### src/rtl/prog_loader_if.sv
// Stream-in and program-memory bus between the boot loader and its neighbours.
// The slave modport is the loader's view; master is the environment side
// (byte source plus memory).
interface prog_loader_if #(
  parameter int ADDR_WIDTH = 16,
  parameter int REG_WIDTH  = 8
);
  logic                  in_valid;
  logic [REG_WIDTH-1:0]  in_data;
  logic                  in_last;
  logic                  in_ready;
  logic                  mem_we;
  logic [ADDR_WIDTH-1:0] mem_addr;
  logic [REG_WIDTH-1:0]  mem_din;
  logic [REG_WIDTH-1:0]  mem_dout;

  modport slave (
    input  in_valid, in_data, in_last, mem_dout,
    output in_ready, mem_we, mem_addr, mem_din
  );

  modport master (
    output in_valid, in_data, in_last, mem_dout,
    input  in_ready, mem_we, mem_addr, mem_din
  );
endinterface

### src/rtl/prog_loader.sv
// Boot-time program loader: streams bytes into memory from LOAD_BASE, keeps
// a running checksum, then reads the image back and compares the checksums
// before releasing the CPU core from reset.
module prog_loader #(
  parameter int                    ADDR_WIDTH = 16,
  parameter int                    REG_WIDTH  = 8,
  parameter logic [ADDR_WIDTH-1:0] LOAD_BASE  = 16'h0100,
  parameter int                    LOAD_DEPTH = 256
) (
  input  logic                  clk,
  input  logic                  reset,
  input  logic                  start,
  prog_loader_if.slave          bus,
  output logic                  core_reset_n,
  output logic                  busy,
  output logic                  done,
  output logic                  error,
  output logic [ADDR_WIDTH-1:0] byte_count
);
  typedef enum logic [2:0] {S_IDLE, S_LOAD, S_VERIFY, S_DONE, S_ERROR} state_t;

  localparam logic [ADDR_WIDTH-1:0] LAST_IDX = ADDR_WIDTH'(LOAD_DEPTH - 1);

  state_t                r_state, w_state_nxt;
  logic [ADDR_WIDTH-1:0] r_byte_count;
  logic [REG_WIDTH-1:0]  r_checksum;
  logic [REG_WIDTH-1:0]  r_vsum;
  logic [ADDR_WIDTH-1:0] r_vidx;
  logic                  r_issue, r_issue_last;   // read address on bus this cycle
  logic                  r_rd_vld, r_rd_last;     // mem_dout valid this cycle
  logic                  r_mem_we;
  logic [ADDR_WIDTH-1:0] r_mem_addr;
  logic [REG_WIDTH-1:0]  r_mem_din;

  logic                  w_in_ready, w_accept, w_depth_hit, w_final_rd, w_match;
  logic [REG_WIDTH-1:0]  w_sum_final;

  assign w_accept    = bus.in_valid & w_in_ready;
  assign w_depth_hit = (r_byte_count == LAST_IDX);
  assign w_final_rd  = r_rd_vld & r_rd_last;
  assign w_sum_final = r_vsum + bus.mem_dout;
  assign w_match     = (w_sum_final == r_checksum);

  // State register
  always_ff @(posedge clk) begin
    if (reset) r_state <= S_IDLE;
    else       r_state <= w_state_nxt;
  end

  // Next-state and state-decoded outputs
  always_comb begin
    w_state_nxt  = r_state;
    w_in_ready   = 1'b0;
    busy         = 1'b0;
    done         = 1'b0;
    error        = 1'b0;
    core_reset_n = 1'b0;
    case (r_state)
      S_IDLE: if (start) w_state_nxt = S_LOAD;
      S_LOAD: begin
        w_in_ready = 1'b1;
        busy       = 1'b1;
        if (w_accept) begin
          if (bus.in_last)      w_state_nxt = S_VERIFY;
          else if (w_depth_hit) w_state_nxt = S_ERROR;
        end
      end
      S_VERIFY: begin
        busy = 1'b1;
        if (w_final_rd) w_state_nxt = w_match ? S_DONE : S_ERROR;
      end
      S_DONE: begin
        done         = 1'b1;
        core_reset_n = 1'b1;
        if (start) w_state_nxt = S_LOAD;
      end
      S_ERROR: begin
        error = 1'b1;
        if (start) w_state_nxt = S_LOAD;
      end
      default: w_state_nxt = S_IDLE;
    endcase
  end

  // Datapath: write port, byte counter, checksums and read-back pipeline.
  // The final byte's write lands in the first VERIFY cycle; read addresses are
  // issued from the next cycle so every read sees fully written memory.
  always_ff @(posedge clk) begin
    if (reset) begin
      r_byte_count <= '0;
      r_checksum   <= '0;
      r_vsum       <= '0;
      r_vidx       <= '0;
      r_issue      <= 1'b0;
      r_issue_last <= 1'b0;
      r_rd_vld     <= 1'b0;
      r_rd_last    <= 1'b0;
      r_mem_we     <= 1'b0;
      r_mem_addr   <= '0;
      r_mem_din    <= '0;
    end else begin
      r_mem_we  <= 1'b0;
      r_issue   <= 1'b0;
      r_rd_vld  <= r_issue;
      r_rd_last <= r_issue_last;
      case (r_state)
        S_LOAD: if (w_accept) begin
          r_mem_we     <= 1'b1;
          r_mem_addr   <= LOAD_BASE + r_byte_count;
          r_mem_din    <= bus.in_data;
          r_byte_count <= r_byte_count + 1'b1;
          r_checksum   <= r_checksum + bus.in_data;
        end
        S_VERIFY: begin
          if (r_vidx != r_byte_count) begin
            r_mem_addr   <= LOAD_BASE + r_vidx;
            r_issue      <= 1'b1;
            r_issue_last <= (r_vidx + 1'b1 == r_byte_count);
            r_vidx       <= r_vidx + 1'b1;
          end
          if (r_rd_vld) r_vsum <= w_sum_final;
        end
        default: if (start) begin
          r_byte_count <= '0;
          r_checksum   <= '0;
          r_vsum       <= '0;
          r_vidx       <= '0;
          r_issue_last <= 1'b0;
          r_rd_vld     <= 1'b0;
          r_rd_last    <= 1'b0;
        end
      endcase
    end
  end

  assign bus.in_ready = w_in_ready;
  assign bus.mem_we   = r_mem_we;
  assign bus.mem_addr = r_mem_addr;
  assign bus.mem_din  = r_mem_din;
  assign byte_count   = r_byte_count;
endmodule

### src/flat_wrapper.sv
// flat-port wrapper written by rule: the top's interface ports become plain ports
module prog_loader_flat 
#(
  parameter int                    ADDR_WIDTH = 16,
  parameter int                    REG_WIDTH  = 8,
  parameter logic [ADDR_WIDTH-1:0] LOAD_BASE  = 16'h0100,
  parameter int                    LOAD_DEPTH = 256
)
  (clk, reset, start, core_reset_n, busy, done, error, byte_count, bus_in_valid, bus_in_data, bus_in_last, bus_mem_dout, bus_in_ready, bus_mem_we, bus_mem_addr, bus_mem_din);
  prog_loader_if #(.ADDR_WIDTH(ADDR_WIDTH), .REG_WIDTH(REG_WIDTH)) bus_i ();
  input  logic clk;
  input  logic reset;
  input  logic start;
  output logic core_reset_n;
  output logic busy;
  output logic done;
  output logic error;
  output logic [ADDR_WIDTH-1:0] byte_count;
  input wire logic [$bits(bus_i.in_valid)-1:0] bus_in_valid;
  input wire logic [$bits(bus_i.in_data)-1:0] bus_in_data;
  input wire logic [$bits(bus_i.in_last)-1:0] bus_in_last;
  input wire logic [$bits(bus_i.mem_dout)-1:0] bus_mem_dout;
  output wire logic [$bits(bus_i.in_ready)-1:0] bus_in_ready;
  output wire logic [$bits(bus_i.mem_we)-1:0] bus_mem_we;
  output wire logic [$bits(bus_i.mem_addr)-1:0] bus_mem_addr;
  output wire logic [$bits(bus_i.mem_din)-1:0] bus_mem_din;
  assign bus_i.in_valid = bus_in_valid;
  assign bus_i.in_data = bus_in_data;
  assign bus_i.in_last = bus_in_last;
  assign bus_i.mem_dout = bus_mem_dout;
  assign bus_in_ready = bus_i.in_ready;
  assign bus_mem_we = bus_i.mem_we;
  assign bus_mem_addr = bus_i.mem_addr;
  assign bus_mem_din = bus_i.mem_din;
  prog_loader #(.ADDR_WIDTH(ADDR_WIDTH), .REG_WIDTH(REG_WIDTH), .LOAD_BASE(LOAD_BASE), .LOAD_DEPTH(LOAD_DEPTH)) u_core (.clk(clk), .reset(reset), .start(start), .bus(bus_i), .core_reset_n(core_reset_n), .busy(busy), .done(done), .error(error), .byte_count(byte_count));
endmodule
### config.mk
export PLATFORM = sky130hd
export DESIGN_NAME = prog_loader_flat
export DESIGN_NICKNAME = d
export VERILOG_FILES = /design/src/rtl/prog_loader_if.sv /design/src/rtl/prog_loader.sv /design/src/flat_wrapper.sv
export SDC_FILE = /design/constraint.sdc
export NUM_CORES = 1
export LEC_CHECK = 0
export CELL_PAD_IN_SITES_DETAIL_PLACEMENT = 0
export CELL_PAD_IN_SITES_GLOBAL_PLACEMENT = 1
export CORE_MARGIN = 1
export CORE_UTILIZATION = 47
export DETAILED_ROUTE_END_ITERATION = 6
export DONT_BUFFER_PORTS = 1
export PLACE_DENSITY = 0.88
export SLEW_MARGIN = 20
export SYNTH_ARGS = -nofsm -noshare
export SYNTH_HDL_FRONTEND = slang
export SYNTH_SLANG_ARGS = --single-unit
### constraint.sdc
create_clock -name clk -period 3.1 [get_ports clk]
set_input_delay 0.155 -clock clk [delete_from_list [all_inputs] [get_ports clk]]
set_output_delay 0.155 -clock clk [all_outputs]
set_load 0.02 [all_outputs]
Word level (Yosys, flattened, before mapping)
Index checks and enable logic that the tools add are counted.
{"block": "totals", "register_bits": 80, "output_inout_bits": 46}
{"block": "classes", "add_sub_neg": 6, "n_eq_ne": 14, "muxes": 32, "n_bitwise": 4, "n_reduce_logical": 15}
{"op": "$pmux 16 s2", "count": 3}
{"op": "$mux 16", "count": 5}
{"op": "$add 16x1->16 const B", "count": 2}
{"op": "$add 9x16->16 const A", "count": 2}
{"op": "$pmux 8 s2", "count": 2}
{"op": "$mux 8", "count": 3}
{"op": "$mux 3", "count": 6}
{"op": "$add 8x8->8", "count": 2}
{"op": "$eq 16x16->1", "count": 1}
{"op": "$eq 16x8->1 const B", "count": 1}
{"op": "$ne 16x16->1", "count": 1}
{"op": "$reduce_and 3->1", "count": 4}
{"op": "$mux 1", "count": 11}
{"op": "$ne 2x1->1 const B", "count": 5}
{"op": "$pmux 3 s3", "count": 1}
{"op": "$eq 8x8->1", "count": 1}
{"op": "$eq 3x2->1 const B", "count": 2}
{"op": "$reduce_bool 2->1", "count": 3}
{"op": "$reduce_or 2->1", "count": 3}
{"op": "$reduce_and 2->1", "count": 2}
{"op": "$reduce_and 4->1", "count": 1}
{"op": "$eq 3x1->1 const B", "count": 1}
{"op": "$eq 3x3->1 const B", "count": 1}
{"op": "$logic_not 3->1", "count": 1}
{"op": "5 further kinds", "count": 7}

Depth between registers and ports, before layout
Gate-level depths: netlist of run 1.
{"block": "logic_depth", "ltp_word": 5, "mapped_depth": 13, "depth_no_buf": 10}

Worst setup path before layout of run 1
OpenSTA, ideal clock, no wires.
{"block": "synth_timing", "path_kind": "flip-flop to flip-flop", "startpoint": "register u_core.r_vsum[0]", "endpoint": "register u_core.r_state[2]", "setup_time_ns": 0.117, "arrival_ns": 2.470, "t_required_ns": 2.983, "setup_slack_ns": 0.513, "path_stages_with_launch": 11, "synth_period_minus_slack_ns": 2.587, "path_cell_list": "dfxtp_1 -> ha_1 -> inv_1 -> fa_1 -> nand2b_1 -> a21oi_1 -> o32ai_1 -> nor4_1 -> o311ai_0 -> or4b_1 -> a22o_1"}
{"block": "synth_via", "elab_chain_len": 5}
{"element": "start, declared", "line": "prog_loader.sv:27", "source": "logic [REG_WIDTH-1:0] r_vsum;"}
{"element": "start signal, assigned", "line": "prog_loader.sv:121", "source": "if (r_rd_vld) r_vsum <= w_sum_final;"}
{"element": "$add 8x8->8", "line": "prog_loader.sv:41", "source": "assign w_sum_final = r_vsum + bus.mem_dout;"}
{"element": "$eq 8x8->1", "line": "prog_loader.sv:42", "source": "assign w_match = (w_sum_final == r_checksum);"}
{"element": "$mux 3 (2 in a row)", "line": "prog_loader.sv:70", "source": "if (w_final_rd) w_state_nxt = w_match ? S_DONE : S_ERROR;"}
{"element": "$pmux 3 s3", "line": "prog_loader.sv:58", "source": "case (r_state)"}
{"element": "end signal, assigned", "line": "prog_loader.sv:47", "source": "else r_state <= w_state_nxt;"}
{"element": "end, declared", "line": "prog_loader.sv:24", "source": "state_t r_state, w_state_nxt;"}
Every way passes these cells. The select of a mux whose other input is x is not followed.
A chain may end at the register's enable or synchronous reset.

Worst setup path after layout of run 1
Ends and elaborated chain as after synthesis.

==> summary.md, run 1 <==
| Metric | Value |
|---|---|
| Total gr overflow | `0` |
| FF-to-FF path depth | `10` |
| Root buffer cell | `clkbuf_8` |
| Hold path endpoint | `u_core.r_checksum[7]` |
| Critical path fanouts, max | `3` |
| CTS sink cnt | `80` |
| Nets | `671` |
| Static Leak | `0.00204 µW` |
| Total Power | `2160 µW` |
| Least-Margin Pin Slew | `917 ps` |
| Initial antenna violation count | `0` |
| Syn Std Cell Area | `4910 µm²` |
| Number of inserted diodes | `0` |
| CP Data Arrival Time | `3100 ps` |
| First-pass GRT wire length | `22400 µm` |
| Post-synth ARST share | `0` |
| Initial core utilization | `0.494` |
| Hold_ws | `49.5 ps` |
| Via density | `5.90` |
| Die Wd | `104 µm` |
| Final setup TNS | `0 ps` |
| Clk_lat worst skew | `350 ps` |
| Routed Antenna Nets | `0` |
| Synth top area share | `0.326` |
| Max Clock Freq | `350 MHz` |
| CTS tree | `done` |
| Critical path startpoint | `u_core.r_vsum[0]` |
| Core area | `9950 µm²` |
| Tcrit/Tclk final | `0.920` |
| Drt wl/cell | `17.6 µm` |
| Critical R2R Capture | `u_core.r_state[2]` |
| Max-slew violations | `0` |
| Max_slew headroom | `0.389` |
| Post-CTS Resized | `0` |
| R2R setup slack | `250 ps` |
| Worst hold stages | `2` |
| 1st-pass router iterations | `4` |
| Post-synth EDFFs | `0` |
| CP required | `3350 ps` |
| Setup Viol. Count Final | `0` |
| Tightest Hold Check Type | `input pin to flop` |
| Largest net degree at the start of global routing | `51` |
| MaxCap Viol Count | `0` |
| Min Tclk post-route | `2850 ps` |
| Clock buffer depth | `2` |
| Total GRT Usage | `0.259` |
| Hold_sp | `bus_in_data[7]` |
| WS Path Type | `flop to flop` |
| Via count | `4536` |
| H-tree depth | `3` |
| Synth area leader | `dfxtp_1` |
| Run status | `finished clean` |
| I/O Pins | `67` |
| Post-DP HPWL | `9960 µm` |
| Layout cells sized above 1 | `0.0865` |
| Most frequent cells after synthesis | `nor2_1 (92), dfxtp_1 (80), nand2_1 (71), a21oi_1 (39), clkbuf_1 (32)` |
| RR Startpoint | `u_core.r_vsum[0]` |
| RSZ-0062 raised after global routing | `no` |
| Row Count | `36` |
| DRT Wirelength | `13500 µm` |
| Seq/Total Area, Yosys | `0.326` |
| DRT iter0 DRCs | `376` |
| Synthesis warning total | `0` |
| Fin. Hold Viols | `0` |
| Synthesized instance count | `629` |
| Yosys reg bits | `80` |
| Pwr per Cell Area | `400 nW/µm²` |
| DR DRC count | `0` |
| Yosys cell types | `66` |
| Clk pin slew, worst setup/hold paths | `90 ps` |
| Peak supply drop | `0.217 mV` |
| Prevailing post-synth register cell | `dfxtp_1` |
| Die height | `104 µm` |
| CTS Buf Count | `9` |
| Top-count cell post-synth | `nor2_1` |
| Die ar. | `10900 µm²` |
| Syn_nets | `669` |
| Setup crit end kind | `flop` |
| GPL Wtd Cong | `0.921` |
| Synth top area cells | `dfxtp_1 (33%), nor2_1 (7.0%), nand2_1 (5.4%)` |
| CP startpoint kind | `flop` |
| Worst Skew | `6.59 ps` |
| Synth-to-Final Area Change | `9.80%` |
| Post-CTS Setup Inserts | `0` |
| Port Buffer Count | `0` |
| Post-Route Utilization | `0.542` |
| Number of global-route vias before repair | `4386` |
| Synthesized area per cell | `7.81 µm²` |
power by group:
part | switching [µW] | internal, µW | total [µW] | leakage (µW)
combinational | 157 | 102 | 259 | 0.00128
clock | 401 | 397 | 798 | 0.000107
sequential | 47.9 | 1050 | 1100 | 0.000647
total | 606 | 1550 | 2160 | 0.00204
timing repair:
action	in CTS	in global routing
hold buffers	9	0
endpoints found under the setup margin	0	0
hold endpoints to repair	50	0
layout make-up:
cell class / count / area [µm²]
Clock buffer: 10 / 138
Clock inverter: 6 / 66.3
Fill cell: 964 / 4560
Inverter: 15 / 56.3
Multi-Input combinational cell: 493 / 3090
Sequential cell: 80 / 1600
Tap cell: 133 / 166
Timing Repair Buffer: 32 / 280
worst max-delay path: stages, from the launching register on:
cell	delay (ps)
dfxtp_1	350
ha_1	170
inv_1	60
fa_1	380
nand2b_1	170
a21oi_1	250
o32ai_1	120
nor4_1	270
o311ai_0	170
or4b_1	560
a22o_1	240
cells in the final DEF, fill, tap and decap left out, types with 4 or more instances in the layout:
cell / count
o21ai_0: 29
and2_1: 8
nand2b_1: 8
a21oi_1: 39
nand4_1: 7
nand2_1: 71
nand3_1: 23
nor3_1: 13
xnor2_1: 30
ha_1: 17
or3_1: 8
a21o_1: 6
and3_1: 4
buf_4: 22
o21ai_1: 4
nor2_1: 92
nor4_1: 10
mux2i_1: 13
xor2_1: 30
clkbuf_8: 10
a22oi_1: 6
nor2b_1: 6
a311oi_1: 8
inv_1: 14
dfxtp_1: 80
dlygate4sd3_1: 8
worst max path at each step:
| stage | endpoint | slack, ps | depth (start not counted) |
|---|---|---|---|
| 2_1_floorplan | u_core.r_state[2] | 510 | 10 |
| 3_3_place_gp | u_core.r_state[2] | 360 | 10 |
| 3_5_place_dp | u_core.r_state[2] | 290 | 10 |
| 4_1_cts | u_core.r_state[2] | 270 | 10 |
| 5_1_grt | u_core.r_state[1] | 110 | 10 |
| 6_report | u_core.r_state[2] | 250 | 10 |
kinds of logic after synthesis:
logic type,count (synthesis),share of synthesized area
flip-flops,80,0.326
AND/OR/NAND/NOR,273,0.268
AO/OA/AOI/OAI,125,0.164
XOR/XNOR,61,0.112
adder cells (fa/ha/maj),19,0.0514
multiplexers,15,0.0318
buffers and inverters,56,0.0471
per-stage QoR:
step / instance area [µm²] / worst slack (ps) / instances
2_1_floorplan: 4910 / 513 / 629
3_3_place_gp: 5080 / 356 / 743
3_5_place_dp: 5080 / 292 / 743
4_1_cts: 5380 / 268 / 768
5_1_grt: 5400 / 110 / 769
6_report: 5400 / 247 / 769
per-layer routing:
layer / routed length [µm] / track usage / up-vias
li1: - / - / 2200
met1: 6370 / 0.343 / 2146
met5: 0 / 0 / -
met2: 5860 / 0.401 / 177
met4: 169 / 0.0837 / 0
met3: 1100 / 0.0752 / 13
state kept, by name (all words and copies together) (netlist names):
signal / count
u_core.byte_count: 16
u_core.r_issue: 1
u_core.bus.mem_addr: 16
u_core.r_vidx: 16
u_core.r_rd_last: 1
u_core.bus.mem_din: 8
u_core.r_vsum: 8
u_core.r_rd_vld: 1
u_core.r_issue_last: 1
u_core.r_checksum: 8
u_core.r_state: 3
u_core.bus.mem_we: 1
Power figures use the tool's default switching activity.
==> run 2: changes to the inputs <==
==> constraint.sdc (replaced) <==
create_clock -name clk -period 3.2 [get_ports clk]
set_input_delay 0.16 -clock clk [delete_from_list [all_inputs] [get_ports clk]]
set_output_delay 0.16 -clock clk [all_outputs]
set_load 0.02 [all_outputs]
==> run 2 against run 1 <==
Net effect: core utilization rose by 0.075 points; power is 3.9% higher; sequential cell count did not move; critical path depth is the same; final cell count fell by 0.65%; combinational power decreased by 7%; setup slack better by 93 ps; critical endpoint unchanged; hold slack gained 14 ps; clock power increased by 17%; highest routed layer unchanged.
==> summary.md, run 2 (synthesized netlist as in run 1, its figures left out) <==
| Metric | Value |
|---|---|
| Run status | `finished clean (unchanged)` |
| Core area | `9950 µm² (unchanged)` |
| Number of global-route vias before repair | `4289 (was 4386)` |
| Clock buffer depth | `2 (unchanged)` |
| Setup Viol. Count Final | `0 (unchanged)` |
| Static Leak | `0.00203 µW (was 0.00204 µW)` |
| Max_slew headroom | `0.426 (was 0.389)` |
| Synth-to-Final Area Change | `9.96% (was 9.80%)` |
| Design Area, Final | `5400 µm² (about the same)` |
| GPL Wtd Cong | `0.888 (was 0.921)` |
| Root buffer cell | `clkbuf_8 (unchanged)` |
| CTS tree | `done (unchanged)` |
| Via density | `5.91 (was 5.90)` |
| First-pass GRT wire length | `22200 µm (was 22400 µm)` |
| Die Wd | `104 µm (unchanged)` |
| Via count | `4519 (was 4536)` |
| Max-slew violations | `0 (unchanged)` |
| Number of inserted diodes | `0 (unchanged)` |
| Pre-CTS setup slack | `361 ps (was 292 ps)` |
| Least-Margin Pin Slew | `853 ps (was 917 ps)` |
| 1st-pass router iterations | `5 (was 4)` |
| Leading cell type in the layout, fill and taps excluded | `nor2_1 (unchanged)` |
| Max Clock Freq | `350 MHz (about the same)` |
| Final setup TNS | `0 ps (unchanged)` |
| Worst Skew | `8.50 ps (was 6.59 ps)` |
| Layout cells sized above 1 | `0.0792 (was 0.0865)` |
| Total Power | `2240 µW (was 2160 µW)` |
| Die height | `104 µm (unchanged)` |
| Initial antenna violation count | `0 (unchanged)` |
| Total GRT Usage | `0.257 (was 0.259)` |
| Fin cells | `764 (was 769)` |
| CP startpoint kind | `flop (unchanged)` |
| Nets | `668 (was 671)` |
| Min Tclk post-route | `2860 ps (was 2850 ps)` |
| Initial core utilization | `0.494 (unchanged)` |
| Largest net degree at the start of global routing | `51 (unchanged)` |
| Port Buffer Count | `0 (unchanged)` |
| Worst Slack Setup Final | `340 ps (was 247 ps)` |
| Pwr per Cell Area | `415 nW/µm² (was 400 nW/µm²)` |
| CTS Buf Count | `9 (unchanged)` |
| Clk_lat worst skew | `370 ps (was 350 ps)` |
| DRT Wirelength | `13400 µm (was 13500 µm)` |
| Most frequent cells in the layout | `nor2_1 (92), dfxtp_1 (80), nand2_1 (71) (unchanged)` |
| Post-DP HPWL | `9770 µm (was 9960 µm)` |
| Setup crit end kind | `flop (unchanged)` |
| Tightest Hold Check Type | `input pin to flop (unchanged)` |
| CP Data Arrival Time | `3120 ps (was 3100 ps)` |
| WS Path Type | `flop to flop (unchanged)` |
| Tcrit/Tclk final | `0.894 (was 0.920)` |
| Clk pin slew, worst setup/hold paths | `90 ps (about the same)` |
| Drt wl/cell | `17.5 µm (was 17.6 µm)` |
| CTS sink cnt | `80 (unchanged)` |
| Row Count | `36 (unchanged)` |
| I/O Pins | `67 (unchanged)` |
| Total gr overflow | `0 (unchanged)` |
| Die ar. | `10900 µm² (unchanged)` |
| Routed Antenna Nets | `0 (unchanged)` |
| Critical path fanouts, max | `3 (unchanged)` |
| DR DRC count | `0 (unchanged)` |
| Post-DP Area | `5060 µm² (was 5080 µm²)` |
| CP required | `3460 ps (was 3350 ps)` |
| Post-CTS Resized | `0 (unchanged)` |
| H-tree depth | `3 (unchanged)` |
| Fillers | `955 (was 964)` |
| Cell count after placement | `741 (was 743)` |
| Peak supply drop | `0.214 mV (was 0.217 mV)` |
| RSZ-0062 raised after global routing | `no (unchanged)` |
| DRT iter0 DRCs | `248 (was 376)` |
| MaxCap Viol Count | `0 (unchanged)` |
| Fin. Hold Viols | `0 (unchanged)` |
[run 2: final cells by class]
cell class	instances	area, µm²	area share
sequential	80	1600	0.296
tap	133	166	0.0308
inverter	15	56.3	0.0104
clock buffer	11	151	0.0280
clock inverter	3	90.1	0.0167
timing repair buffer	29	250	0.0463
multi-input combinational	493	3090	0.571
[run 2: through the flow]
step	hold WS (ps)	util
global route	42.2	0.543
floorplan	296	-
CTS	44.5	0.543
global placement	233	0.508
finish	63.8	0.543
detailed placement	235	0.508
[run 2: power by group]
part           internal [µW]  total, µW  switching [µW]
combinational           93.7        242             149
sequential              1020       1070            46.4
clock                    553        934             381
[run 2: what timing repair did]
item	in CTS	in global routing
endpoints found under the hold margin	50	0
setup buffers	0	0
hold buffers	9	0
endpoints found under the setup margin	0	0
[run 2: per-layer routing]
metal	GRT usage	part of all wire
met5	0	0
met4	0.0735	0.015
met3	0.0658	0.087
met2	0.395	0.44
met1	0.353	0.46
[run 2: worst max-delay path: stages, from the launching register on]
cell and delay [ps]:
dfxtp_1 340, ha_1 160, inv_1 60, fa_1 380, nand2b_1 180, a21oi_1 260
o32ai_1 120, nor4_1 260, o311ai_0 180, or4b_1 570, a22o_1 250
[run 2: final timing paths]
path	from	to	slack (ps)	cells after the start
max	u_core.r_vsum[0]	u_core.r_state[2]	340	10
min	bus_in_data[7]	u_core.r_checksum[7]	60	2
max reg2reg	u_core.r_vsum[0]	u_core.r_state[2]	340	10
min reg2reg	u_core.r_issue	u_core.r_rd_vld	430	2
==> run 3: changes to the inputs <==
--- a/config.mk
+++ b/config.mk
@@ -11,7 +11,8 @@
 export CORE_UTILIZATION = 47
 export DETAILED_ROUTE_END_ITERATION = 6
 export DONT_BUFFER_PORTS = 1
-export PLACE_DENSITY = 0.88
+export HOLD_SLACK_MARGIN = 0.1
+export PLACE_DENSITY = 0.91
 export SLEW_MARGIN = 20
 export SYNTH_ARGS = -nofsm -noshare
 export SYNTH_HDL_FRONTEND = slang
==> run 3 against run 2 <==
Net effect: first-iteration DRC count is 16% higher; global-route usage shrank 0.77 points; clock power shrank 26%; final cell count fell by 0.13%; die area is the same; clock skew is 1.7 ps higher; count of clock-buffer cells in the layout did not move; register-to-register slack worse by 60 ps; maximum frequency decreased by 2.1%; critical path type unchanged; highest routed layer unchanged.
==> summary.md, run 3 (synthesized netlist as in run 1, its figures left out) <==
| Metric | Value |
|---|---|
| Run status | `finished clean (unchanged)` |
| Post-DP HPWL | `9620 µm (was 9770 µm)` |
| Largest net degree at the start of global routing | `51 (unchanged)` |
| Max_slew headroom | `0.413 (was 0.426)` |
| Min Tclk post-route | `2920 ps (was 2860 ps)` |
| First-pass GRT wire length | `21700 µm (was 22200 µm)` |
| Most frequent cells in the layout | `nor2_1 (92), dfxtp_1 (80), nand2_1 (71) (unchanged)` |
| CTS sink cnt | `80 (unchanged)` |
| Die Wd | `104 µm (unchanged)` |
| Nets | `665 (was 668)` |
| I/O Pins | `67 (unchanged)` |
| CP required | `3450 ps (was 3460 ps)` |
| CP Data Arrival Time | `3170 ps (was 3120 ps)` |
| Via density | `5.92 (was 5.91)` |
| Initial antenna violation count | `0 (unchanged)` |
| Tcrit/Tclk final | `0.913 (was 0.894)` |
| Final setup TNS | `0 ps (unchanged)` |
| 1st-pass router iterations | `5 (unchanged)` |
| Die ar. | `10900 µm² (unchanged)` |
| Synth-to-Final Area Change | `8.28% (was 9.96%)` |
| Total Power | `2000 µW (was 2240 µW)` |
| Max incr delay on CP | `580 ps (was 570 ps)` |
| Worst Slack Setup Final | `278 ps (was 340 ps)` |
| Family with the most delay on the worst path | `simple AND/OR/NAND/NOR gates (unchanged)` |
| Number of global-route vias before repair | `4174 (was 4289)` |
| Static Leak | `0.00198 µW (was 0.00203 µW)` |
| Total gr overflow | `0 (unchanged)` |
| Least-Margin Pin Slew | `878 ps (was 853 ps)` |
| Row Count | `36 (unchanged)` |
| Fin. Hold Viols | `0 (unchanged)` |
| Design Area, Final | `5320 µm² (was 5400 µm²)` |
| Critical path fanouts, max | `3 (unchanged)` |
| DR DRC count | `0 (unchanged)` |
| Leading cell type in the layout, fill and taps excluded | `nor2_1 (unchanged)` |
| Area taken by multi-input logic gates | `3090 µm² (unchanged)` |
| Setup Viol. Count Final | `0 (unchanged)` |
| Worst Skew | `10.2 ps (was 8.50 ps)` |
| RSZ-0062 raised after global routing | `no (unchanged)` |
| Clk pin slew, worst setup/hold paths | `90 ps (about the same)` |
| DRT Wirelength | `13300 µm (was 13400 µm)` |
| CP startpoint kind | `flop (unchanged)` |
| Fillers | `972 (was 955)` |
| MaxCap Viol Count | `0 (unchanged)` |
| Peak supply drop | `0.201 mV (was 0.214 mV)` |
| Clk_lat worst skew | `360 ps (was 370 ps)` |
| Max-slew violations | `0 (unchanged)` |
| GPL Wtd Cong | `0.911 (was 0.888)` |
| Via count | `4514 (was 4519)` |
| Setup crit end kind | `flop (unchanged)` |
| Post-CTS Resized | `0 (unchanged)` |
| WS Path Type | `flop to flop (unchanged)` |
| Total GRT Usage | `0.249 (was 0.257)` |
| Pre-CTS setup slack | `272 ps (was 361 ps)` |
| Slowest cell on crit path | `or4b_1 (unchanged)` |
| Initial core utilization | `0.494 (unchanged)` |
| Post-DP Area | `5020 µm² (was 5060 µm²)` |
| Root buffer cell | `clkbuf_8 (unchanged)` |
| Layout cells sized above 1 | `0.0714 (was 0.0792)` |
| Drt wl/cell | `17.5 µm (about the same)` |
| CTS Buf Count | `9 (unchanged)` |
| DRT iter0 DRCs | `287 (was 248)` |
| Reg area | `1600 µm² (unchanged)` |
| Number of inserted diodes | `0 (unchanged)` |
| Die height | `104 µm (unchanged)` |
| Clock buffer depth | `2 (unchanged)` |
| Crit path cell chain | `ha_1, inv_1, fa_1, nand2b_1, a21oi_1, o32ai_1, nor4_1, o311ai_0, or4b_1, a22o_1 (unchanged)` |
| H-tree depth | `3 (unchanged)` |
| Pwr per Cell Area | `376 nW/µm² (was 415 nW/µm²)` |
| Core area | `9950 µm² (unchanged)` |
| CTS tree | `done (unchanged)` |
| Max Clock Freq | `342 MHz (was 350 MHz)` |
| Port Buffer Count | `0 (unchanged)` |
| Tightest Hold Check Type | `input pin to flop (unchanged)` |
| Routed Antenna Nets | `0 (unchanged)` |
| Critical path buffers and inverters | `1 (unchanged)` |
## run 3: worst paths after layout
kind | startpoint | end | slack, ps | cells past startpoint
worst min register to register | u_core.r_issue | u_core.r_rd_vld | 420 | 2
worst max register to register | u_core.r_vsum[0] | u_core.r_state[2] | 280 | 10
worst max-delay path | u_core.r_vsum[0] | u_core.r_state[2] | 280 | 10
worst min-delay path | reset | u_core.r_checksum[5] | 120 | 2
## run 3: final cells by class
class                      count  share of cell area
sequential                    80               0.301
multi-input combinational    493               0.580
tap                          133              0.0313
clock inverter                 5             0.00611
clock buffer                  11              0.0266
inverter                      15              0.0106
timing repair buffer          26              0.0442
## run 3: repair_timing
item                                    4_1_cts  5_1_grt
endpoints found under the hold margin        52        1
endpoints found under the setup margin        0        0
hold buffers                                 11        1
setup buffers                                 0        0
## run 3: layer usage
metal	part of all wire	routed length, µm	GRT usage
met1	0.47	6310	0.351
met2	0.42	5630	0.364
met3	0.089	1190	0.0733
met4	0.014	193	0.0724
met5	0	0	0
## run 3: metrics by stage
step | utilization | hold slack, ps | instances
finish | 0.534 | 118 | 763
global placement | 0.504 | 233 | 735
CTS | 0.533 | 101 | 762
global route | 0.534 | 104 | 763
detailed placement | 0.504 | 235 | 735
floorplan | - | 296 | 629
## run 3: where the power goes
part           internal [µW]  switching (µW)
logic                   93.6             149
registers               1020            47.4
clock network            301             388
